`src/rtl/multicycle_main_control.sv`:
```
// ============================================================================
// multicycle_main_control
//
// Main control FSM of the multicycle MIPS datapath. Walks each instruction
// through fetch, decode, execute, memory and writeback, and drives every
// datapath enable and mux select plus the 2-bit alu_op into the ALU control
// decoder. Memory accesses stall on mem_ready. Retired instructions are
// counted.
//
// State table (encoding | name       | meaning)
//   0  | FETCH      | read instruction at PC, PC+4, load IR on mem_ready
//   1  | DECODE     | read registers, precompute branch target, dispatch
//   2  | MEM_ADDR   | ALUOut = A + sign-ext imm (lw/sw address)
//   3  | MEM_READ   | read data memory at ALUOut, wait for mem_ready
//   4  | MEM_WB     | rt <= MDR
//   5  | MEM_WRITE  | write B to data memory at ALUOut, wait for mem_ready
//   6  | EXECUTE    | R-type ALU operation A op B
//   7  | R_COMPLETE | rd <= ALUOut
//   8  | BRANCH     | compare A-B, PC <= ALUOut if zero
//   9  | JUMP       | PC <= jump target
//  10  | ADDI_EXEC  | ALUOut = A + sign-ext imm
//  11  | ADDI_WB    | rt <= ALUOut
//  12-15 unused; recover to FETCH with all enables low
//
// Ports
//   clk           system clock, rising edge
//   reset         synchronous, active-high
//   opcode        IR[31:26]
//   mem_ready     memory handshake, access completes on a cycle it is 1
//   pc_write      unconditional PC write enable
//   pc_write_cond PC write when ALU zero (branch)
//   i_or_d        memory address select: 0=PC, 1=ALUOut
//   mem_read      memory read request
//   mem_write     memory write request
//   ir_write      instruction register load
//   mem_to_reg    register write data: 0=ALUOut, 1=MDR
//   reg_dst       destination register: 0=rt, 1=rd
//   reg_write     register file write enable
//   alu_src_a     0=PC, 1=A
//   alu_src_b     00=B, 01=4, 10=sext imm, 11=sext imm<<2
//   alu_op        00=add, 01=sub, 10=use funct
//   pc_source     00=ALU result, 01=ALUOut, 10=jump target
//   illegal_op    one-cycle pulse on unsupported opcode (in DECODE)
//   state_dbg     current state encoding
//   instr_count   retired-instruction counter, wraps
// ============================================================================
module multicycle_main_control #(
    parameter int CNT_W = 32
) (
    input  logic             clk,
    input  logic             reset,
    input  logic [5:0]       opcode,
    input  logic             mem_ready,
    output logic             pc_write,
    output logic             pc_write_cond,
    output logic             i_or_d,
    output logic             mem_read,
    output logic             mem_write,
    output logic             ir_write,
    output logic             mem_to_reg,
    output logic             reg_dst,
    output logic             reg_write,
    output logic             alu_src_a,
    output logic [1:0]       alu_src_b,
    output logic [1:0]       alu_op,
    output logic [1:0]       pc_source,
    output logic             illegal_op,
    output logic [3:0]       state_dbg,
    output logic [CNT_W-1:0] instr_count
);

    localparam logic [5:0] OP_RTYPE = 6'd0;
    localparam logic [5:0] OP_J     = 6'd2;
    localparam logic [5:0] OP_BEQ   = 6'd4;
    localparam logic [5:0] OP_ADDI  = 6'd8;
    localparam logic [5:0] OP_LW    = 6'd35;
    localparam logic [5:0] OP_SW    = 6'd43;

    localparam logic [1:0] SRCB_B    = 2'b00;
    localparam logic [1:0] SRCB_FOUR = 2'b01;
    localparam logic [1:0] SRCB_IMM  = 2'b10;
    localparam logic [1:0] SRCB_BOFF = 2'b11;

    localparam logic [1:0] ALUOP_ADD   = 2'b00;
    localparam logic [1:0] ALUOP_SUB   = 2'b01;
    localparam logic [1:0] ALUOP_FUNCT = 2'b10;

    localparam logic [1:0] PCSRC_ALU    = 2'b00;
    localparam logic [1:0] PCSRC_ALUOUT = 2'b01;
    localparam logic [1:0] PCSRC_JUMP   = 2'b10;

    typedef enum logic [3:0] {
        FETCH      = 4'd0,
        DECODE     = 4'd1,
        MEM_ADDR   = 4'd2,
        MEM_READ   = 4'd3,
        MEM_WB     = 4'd4,
        MEM_WRITE  = 4'd5,
        EXECUTE    = 4'd6,
        R_COMPLETE = 4'd7,
        BRANCH     = 4'd8,
        JUMP       = 4'd9,
        ADDI_EXEC  = 4'd10,
        ADDI_WB    = 4'd11
    } state_t;

    state_t state;
    state_t state_n;

    // Ungated enables; the reset gate below is applied on the way out so a
    // reset landing mid-instruction can never leak a write.
    logic pc_write_raw;
    logic pc_write_cond_raw;
    logic mem_read_raw;
    logic mem_write_raw;
    logic ir_write_raw;
    logic reg_write_raw;
    logic illegal_raw;
    logic retire;

    // ------------------------------------------------------------------
    // State register
    // ------------------------------------------------------------------
    always_ff @(posedge clk) begin
        if (reset) begin
            state <= FETCH;
        end else begin
            state <= state_n;
        end
    end

    // ------------------------------------------------------------------
    // Next-state and output decode
    // ------------------------------------------------------------------
    always_comb begin
        state_n           = state;
        pc_write_raw      = 1'b0;
        pc_write_cond_raw = 1'b0;
        mem_read_raw      = 1'b0;
        mem_write_raw     = 1'b0;
        ir_write_raw      = 1'b0;
        reg_write_raw     = 1'b0;
        illegal_raw       = 1'b0;
        retire            = 1'b0;
        i_or_d            = 1'b0;
        mem_to_reg        = 1'b0;
        reg_dst           = 1'b0;
        alu_src_a         = 1'b0;
        alu_src_b         = SRCB_B;
        alu_op            = ALUOP_ADD;
        pc_source         = PCSRC_ALU;

        case (state)
            FETCH: begin
                mem_read_raw = 1'b1;
                alu_src_b    = SRCB_FOUR;
                alu_op       = ALUOP_ADD;
                pc_source    = PCSRC_ALU;
                // IR load and PC+4 commit only on the cycle the read completes
                ir_write_raw = mem_ready;
                pc_write_raw = mem_ready;
                state_n      = mem_ready ? DECODE : FETCH;
            end

            DECODE: begin
                alu_src_b = SRCB_BOFF;
                alu_op    = ALUOP_ADD;
                case (opcode)
                    OP_LW, OP_SW: state_n = MEM_ADDR;
                    OP_RTYPE:     state_n = EXECUTE;
                    OP_BEQ:       state_n = BRANCH;
                    OP_J:         state_n = JUMP;
                    OP_ADDI:      state_n = ADDI_EXEC;
                    default: begin
                        state_n     = FETCH;
                        illegal_raw = 1'b1;
                    end
                endcase
            end

            MEM_ADDR: begin
                alu_src_a = 1'b1;
                alu_src_b = SRCB_IMM;
                alu_op    = ALUOP_ADD;
                state_n   = (opcode == OP_LW) ? MEM_READ : MEM_WRITE;
            end

            MEM_READ: begin
                mem_read_raw = 1'b1;
                i_or_d       = 1'b1;
                state_n      = mem_ready ? MEM_WB : MEM_READ;
            end

            MEM_WB: begin
                reg_dst       = 1'b0;
                mem_to_reg    = 1'b1;
                reg_write_raw = 1'b1;
                retire        = 1'b1;
                state_n       = FETCH;
            end

            MEM_WRITE: begin
                // Request held for the whole wait; retires on completion
                mem_write_raw = 1'b1;
                i_or_d        = 1'b1;
                retire        = mem_ready;
                state_n       = mem_ready ? FETCH : MEM_WRITE;
            end

            EXECUTE: begin
                alu_src_a = 1'b1;
                alu_src_b = SRCB_B;
                alu_op    = ALUOP_FUNCT;
                state_n   = R_COMPLETE;
            end

            R_COMPLETE: begin
                reg_dst       = 1'b1;
                mem_to_reg    = 1'b0;
                reg_write_raw = 1'b1;
                retire        = 1'b1;
                state_n       = FETCH;
            end

            BRANCH: begin
                alu_src_a         = 1'b1;
                alu_src_b         = SRCB_B;
                alu_op            = ALUOP_SUB;
                pc_write_cond_raw = 1'b1;
                pc_source         = PCSRC_ALUOUT;
                retire            = 1'b1;
                state_n           = FETCH;
            end

            JUMP: begin
                pc_write_raw = 1'b1;
                pc_source    = PCSRC_JUMP;
                retire       = 1'b1;
                state_n      = FETCH;
            end

            ADDI_EXEC: begin
                alu_src_a = 1'b1;
                alu_src_b = SRCB_IMM;
                alu_op    = ALUOP_ADD;
                state_n   = ADDI_WB;
            end

            ADDI_WB: begin
                reg_dst       = 1'b0;
                mem_to_reg    = 1'b0;
                reg_write_raw = 1'b1;
                retire        = 1'b1;
                state_n       = FETCH;
            end

            default: begin
                state_n = FETCH;
            end
        endcase
    end

    // ------------------------------------------------------------------
    // Reset gating of enables
    // ------------------------------------------------------------------
    always_comb begin
        pc_write      = pc_write_raw      & ~reset;
        pc_write_cond = pc_write_cond_raw & ~reset;
        mem_read      = mem_read_raw      & ~reset;
        mem_write     = mem_write_raw     & ~reset;
        ir_write      = ir_write_raw      & ~reset;
        reg_write     = reg_write_raw     & ~reset;
        illegal_op    = illegal_raw       & ~reset;
    end

    assign state_dbg = state;

    // ------------------------------------------------------------------
    // Retired-instruction counter, reset wins over increment
    // ------------------------------------------------------------------
    always_ff @(posedge clk) begin
        if (reset) begin
            instr_count <= '0;
        end else if (retire) begin
            instr_count <= instr_count + CNT_W'(1);
        end
    end

endmodule

```
`config.mk`:
```
export PLATFORM = sky130hd
export DESIGN_NAME = multicycle_main_control
export DESIGN_NICKNAME = d
export VERILOG_FILES = /design/src/rtl/multicycle_main_control.sv
export SDC_FILE = /design/constraint.sdc
export NUM_CORES = 1
export LEC_CHECK = 0
export ABC_AREA = 1
export CORE_MARGIN = 4
export CORE_UTILIZATION = 53
export DETAILED_ROUTE_END_ITERATION = 8
export GPL_ROUTABILITY_DRIVEN = 0
export PLACE_DENSITY = 0.86
export SYNTH_ARGS = -nofsm -noshare
export SYNTH_HDL_FRONTEND = slang
export SYNTH_SLANG_ARGS = --single-unit
```
`constraint.sdc`:
```
create_clock -name clk -period 2.7 [get_ports clk]
set_clock_uncertainty 0.15 [all_clocks]
set_input_delay 0.54 -clock clk [delete_from_list [all_inputs] [get_ports clk]]
set_output_delay 0.54 -clock clk [all_outputs]
set_load 0.01 [all_outputs]
```
# Yosys cells after proc, flatten, opt, wreduce, memory -nomap -nowiden
# Cells that the tools add are included.
[totals]
regBits = 36
elab_cells = 59
[op_classes]
n_addsub = 1
n_eq_ne = 16
n_mux = 22
bitwise = 8
reduce_logical = 10
[op_table]
columns = ["operator", "count"]
rows = [
  ["$add 32x1->32 const B", 1],
  ["$pmux 4 s7", 1],
  ["$pmux 4 s5", 1],
  ["$eq 4x3->1 const B", 4],
  ["$eq 4x4->1 const B", 4],
  ["$eq 6x6->1 const B", 2],
  ["$mux 1", 12],
  ["$mux 3", 3],
  ["$eq 4x2->1 const B", 2],
  ["$pmux 2 s2", 2],
  ["$reduce_or 2->1", 4],
  ["$and 1x1->1", 7],
  ["$eq 6x2->1 const B", 1],
  ["$eq 6x3->1 const B", 1],
  ["$eq 6x4->1 const B", 1],
  ["$logic_not 6->1", 1],
  ["$pmux 2 s3", 1],
  ["$reduce_or 6->1", 1],
  ["$reduce_or 5->1", 1],
  ["$eq 4x1->1 const B", 1],
  ["$logic_not 4->1", 1],
  ["$pmux 1 s2", 2],
  ["$reduce_or 4->1", 1],
  ["$reduce_or 3->1", 1],
  ["$not 1->1", 1],
]

# Depth between registers and ports, before layout
[logic_depth]
ltp_word = 5
depth_mapped = 11
ltp_nobuf = 9

# Least setup slack after synthesis
# OpenSTA, ideal clock, no wires.
[synth_path]
path_kind = "input to output"
from = "input reset"
to = "output mem_write"
t_arrival_ps = 1210
path_slack_ps = 800
stages = 3
cell_sequence = "clkbuf_1 buf_1 nor2_1"
[synth_between]
elab_chain_cells = 2
[synth_lines]
columns = ["element", "line", "source"]
rows = [
  ["start, declared", "51", "input logic reset,"],
  ["$not 1->1", "270", "mem_write = mem_write_raw & ~reset;"],
  ["$and 1x1->1", "270", ""],
  ["end, declared", "58", "output logic mem_write,"],
]
# No other way between the ends.

# Worst setup path in the final report
[layout_path]
from = "input mem_ready"
to = "output pc_write"
[layout_between]
elab_chain_cells = 2
[layout_lines]
columns = ["element", "line", "source"]
rows = [
  ["start, declared", "53", "input logic mem_ready,"],
  ["$pmux 1 s2", "153", "case (state)"],
  ["$and 1x1->1", "267", "pc_write = pc_write_raw & ~reset;"],
  ["end, declared", "54", "output logic pc_write,"],
]
# No other way between the ends.

==> parameters.txt <==
Parameter                              Value

Yosys
  Ranking of synthesized cells by instance count ... 104 x nand2_1, 81 x nor2_1, 57 x inv_1, 36 x dfxtp_1, 34 x nand3_1
  Mapped Cells ... 396
  Number of flip-flops and latches in the synthesized netlist ... 36
  Mean instance size in the synthesized netlist ... 5.96 sq um
  Most used flip-flop cell after synthesis ... dfxtp_1
  Most frequently used cell type in the post-synthesis netlist ... nand2_1
  Synth Warn # ... 0
  Cell accounting for the most synthesized area ... dfxtp_1
  Number of enable flip-flop cells after synthesis ... 0
  Sequential area share after synthesis ... 0.306
  Cell area after synthesis ... 2360 sq um
  Number of library cell types mapped by synthesis ... 27
  Number of nets produced by synthesis ... 406
  Top-area cell type share of the netlist area ... 0.306
  Cell types occupying the most area after synthesis ... dfxtp_1 31%, nand2_1 17%, nor2_1 13%
  Proportion of register bits with asynchronous set or reset after synthesis ... 0

Cells and area
  ANT cells ... 0
  Synth-to-layout area growth ... 32.8%
  Post-Route Utilization ... 0.756
  Non-filler cells in the finished layout ... 511
  Fraction of layout instances using a drive strength above 1 ... 0.0781
  NumNets Final ... 470
  Filler instances ... 344

CTS
  Number of CTS-inserted buffers ... 5
  H-tree levels ... 2
  Longest Clk Path Bufs ... 2
  TritonCTS clock tree ... done
  Clock Latency Late Sink ... 290 ps
  Post CTS Setup Buffer Count ... 0
  CTS sink cnt ... 36
  Clock transition at path regs ... 80 ps
  Buffer type at the clock tree root ... clkbuf_8
  Cts-stage hold buffer count ... 0

Floorplanning
  Starting density of the core ... 0.569
  Number of top-level pins ... 62
  Overall die area ... 5580 sq um
  Width of the die ... 74.7 um
  Cell row count ... 23
  CORE AREA ... 4140 sq um
  Die outline height ... 74.7 um

Global routing
  Overall overflow remaining after global route ... 0
  Global-route wire length before repair ... 10300 um
  Maximum number of pins on one net before global-route repair ... 24
  Number of global-route vias before repair ... 2365
  Antenna violations before repair ... 0
  Total GRT Usage ... 0.234

Timing
  Worst Slack Setup Final ... 78.4 ps
  Crit share post-route ... 0.971
  Final number of hold-violating endpoints ... 0
  RSZ-0062 raised after global routing ... no
  Final Critical Period ... 2620 ps
  Actual transition at the worst max-transition pin ... 338 ps
  Number of max-slew violations in the final report ... 0
  Final count of negative-setup-slack endpoints ... 0
  Achievable Freq ... 381 MHz
  Headroom to the max-slew limit ... 0.774
  Worst hold margin ... 373 ps

Worst setup path
  CP dominant cell by count ... clkdlybuf4s50_1
  Startpoint type of the worst setup path ... input port
  Setup Crit Path Kind ... in -> out
  Crit end category ... output pin
  CP peak stage delay ... 530 ps
  Worst path cell trace ... clkdlybuf4s50_1 -> inv_1 -> nor2_2 -> o21a_1 -> clkdlybuf4s50_1
  Data required time at the worst endpoint ... 2010 ps
  Crit path max-delay cell type ... clkdlybuf4s50_1
  Worst EP arrival ... 1930 ps
  Critical Path Fanout Max ... 4

Placement
  Place WS ... -135 ps
  Port Buffers ... 61
  Dpl hpwl ... 4620 um
  Inst Count DP ... 503

Routing
  Pre-antenna DRT Iters ... 4
  Remaining antenna violation count ... 0
  Detailed-route via count ... 2627
  WL/cell ... 12.2 um
  DRC Markers ... 0
  Via-per-instance ratio ... 5.14
  Initial detailed-routing violation count ... 242
  Wirelength, routed ... 6230 um

Power and ir drop
  Lkg Pwr ... 1.32 nW
  Worst IR Drop VDD ... 0.248 mV
  Total design power ... 1.03 mW
  Power Dens Cells ... 328 nW/um^2

Worst hold path
  Hold/Removal Path Class ... reg -> reg

Outcome
  Outcome ... finished, final reports clean

Job
  Number of max-capacitance violations reported ... 0
sequential cells by signal, summed over array words and instances (netlist names):
| signal | count |
|---|---|
| instr_count | 32 |
| state_dbg | 4 |
cell type report:
| type | instances | area, sq um | share of cell area |
|---|---|---|---|
| clock inverter | 1 | 7.51 | 0.00240 |
| inverter | 60 | 225 | 0.0719 |
| clock buffer | 7 | 86.3 | 0.0276 |
| timing repair buffer | 68 | 677 | 0.216 |
| multi-input combinational | 289 | 1350 | 0.432 |
| sequential | 36 | 721 | 0.230 |
| tap | 50 | 62.6 | 0.0200 |
stage by stage:
| step | setup TNS (ps) | instance area (sq um) |
|---|---|---|
| floorplan | 0 | 2360 |
| global placement | -107 | 3020 |
| detailed placement | -135 | 3020 |
| CTS | 0 | 3120 |
| global route | 0 | 3130 |
| finish | 0 | 3130 |
cells in the final DEF, fill, tap and decap left out, types with 2 or more instances in the layout:
cell type,netlist,routed
a21oi_1,19,19
buf_4,4,6
clkbuf_8,0,6
clkdlybuf4s50_1,0,59
dfxtp_1,36,36
inv_1,57,57
inv_2,3,3
nand2_1,104,104
nand2_2,2,2
nand3_1,34,34
nand3_2,4,4
nand3b_1,2,2
nand4_1,15,15
nor2_1,81,77
nor2_2,3,6
nor2_4,4,5
nor3_1,4,4
o21a_1,2,2
o21ai_0,7,7
xnor2_1,2,2
xor2_1,2,2
report_power, final:
group	total, mW	internal [mW]	switching, mW
Clock	0.410	0.208	0.202
Sequential	0.535	0.532	0.00311
Combinational	0.0817	0.0380	0.0437
Total	1.03	0.778	0.249
cell families after synthesis:
| group | count (synthesis) | share of synthesized area |
|---|---|---|
| xor+xnor | 4 | 0.0149 |
| buf+inv | 71 | 0.127 |
| flops | 36 | 0.306 |
| compound gates | 29 | 0.0695 |
| fa+ha+maj | 1 | 0.00530 |
| simple gates | 255 | 0.478 |
critical path, delay by kind of cell:
kind                   cells  cell delay (ps)
AOI/OAI and AO/OA          1              110
buffers and inverters      3             1140
and+or+nand+nor            1              140
metal layers:
metal,global-route usage,part of all wire,routed length (um)
met5,0,0,0
met4,0.0949,0.017,108
met3,0.0547,0.058,360
met2,0.378,0.47,2920
met1,0.300,0.46,2840
timing repair:
action,in CTS,in global routing
resized for setup,2,5
pin swaps,0,0
setup endpoints to repair,3,4
worst paths after layout:
check / startpoint / end / slack (ps) / cells after the start
max reg2reg: state_dbg[2]$_SDFF_PP0_ / instr_count[23]$_SDFFE_PP0P_ / 800 / 9
max: mem_ready / pc_write / 80 / 5
min: instr_count[3]$_SDFFE_PP0P_ / instr_count[3]$_SDFFE_PP0P_ / 370 / 2
min reg2reg: instr_count[3]$_SDFFE_PP0P_ / instr_count[3]$_SDFFE_PP0P_ / 370 / 2
(Power assumes the default switching activity.)
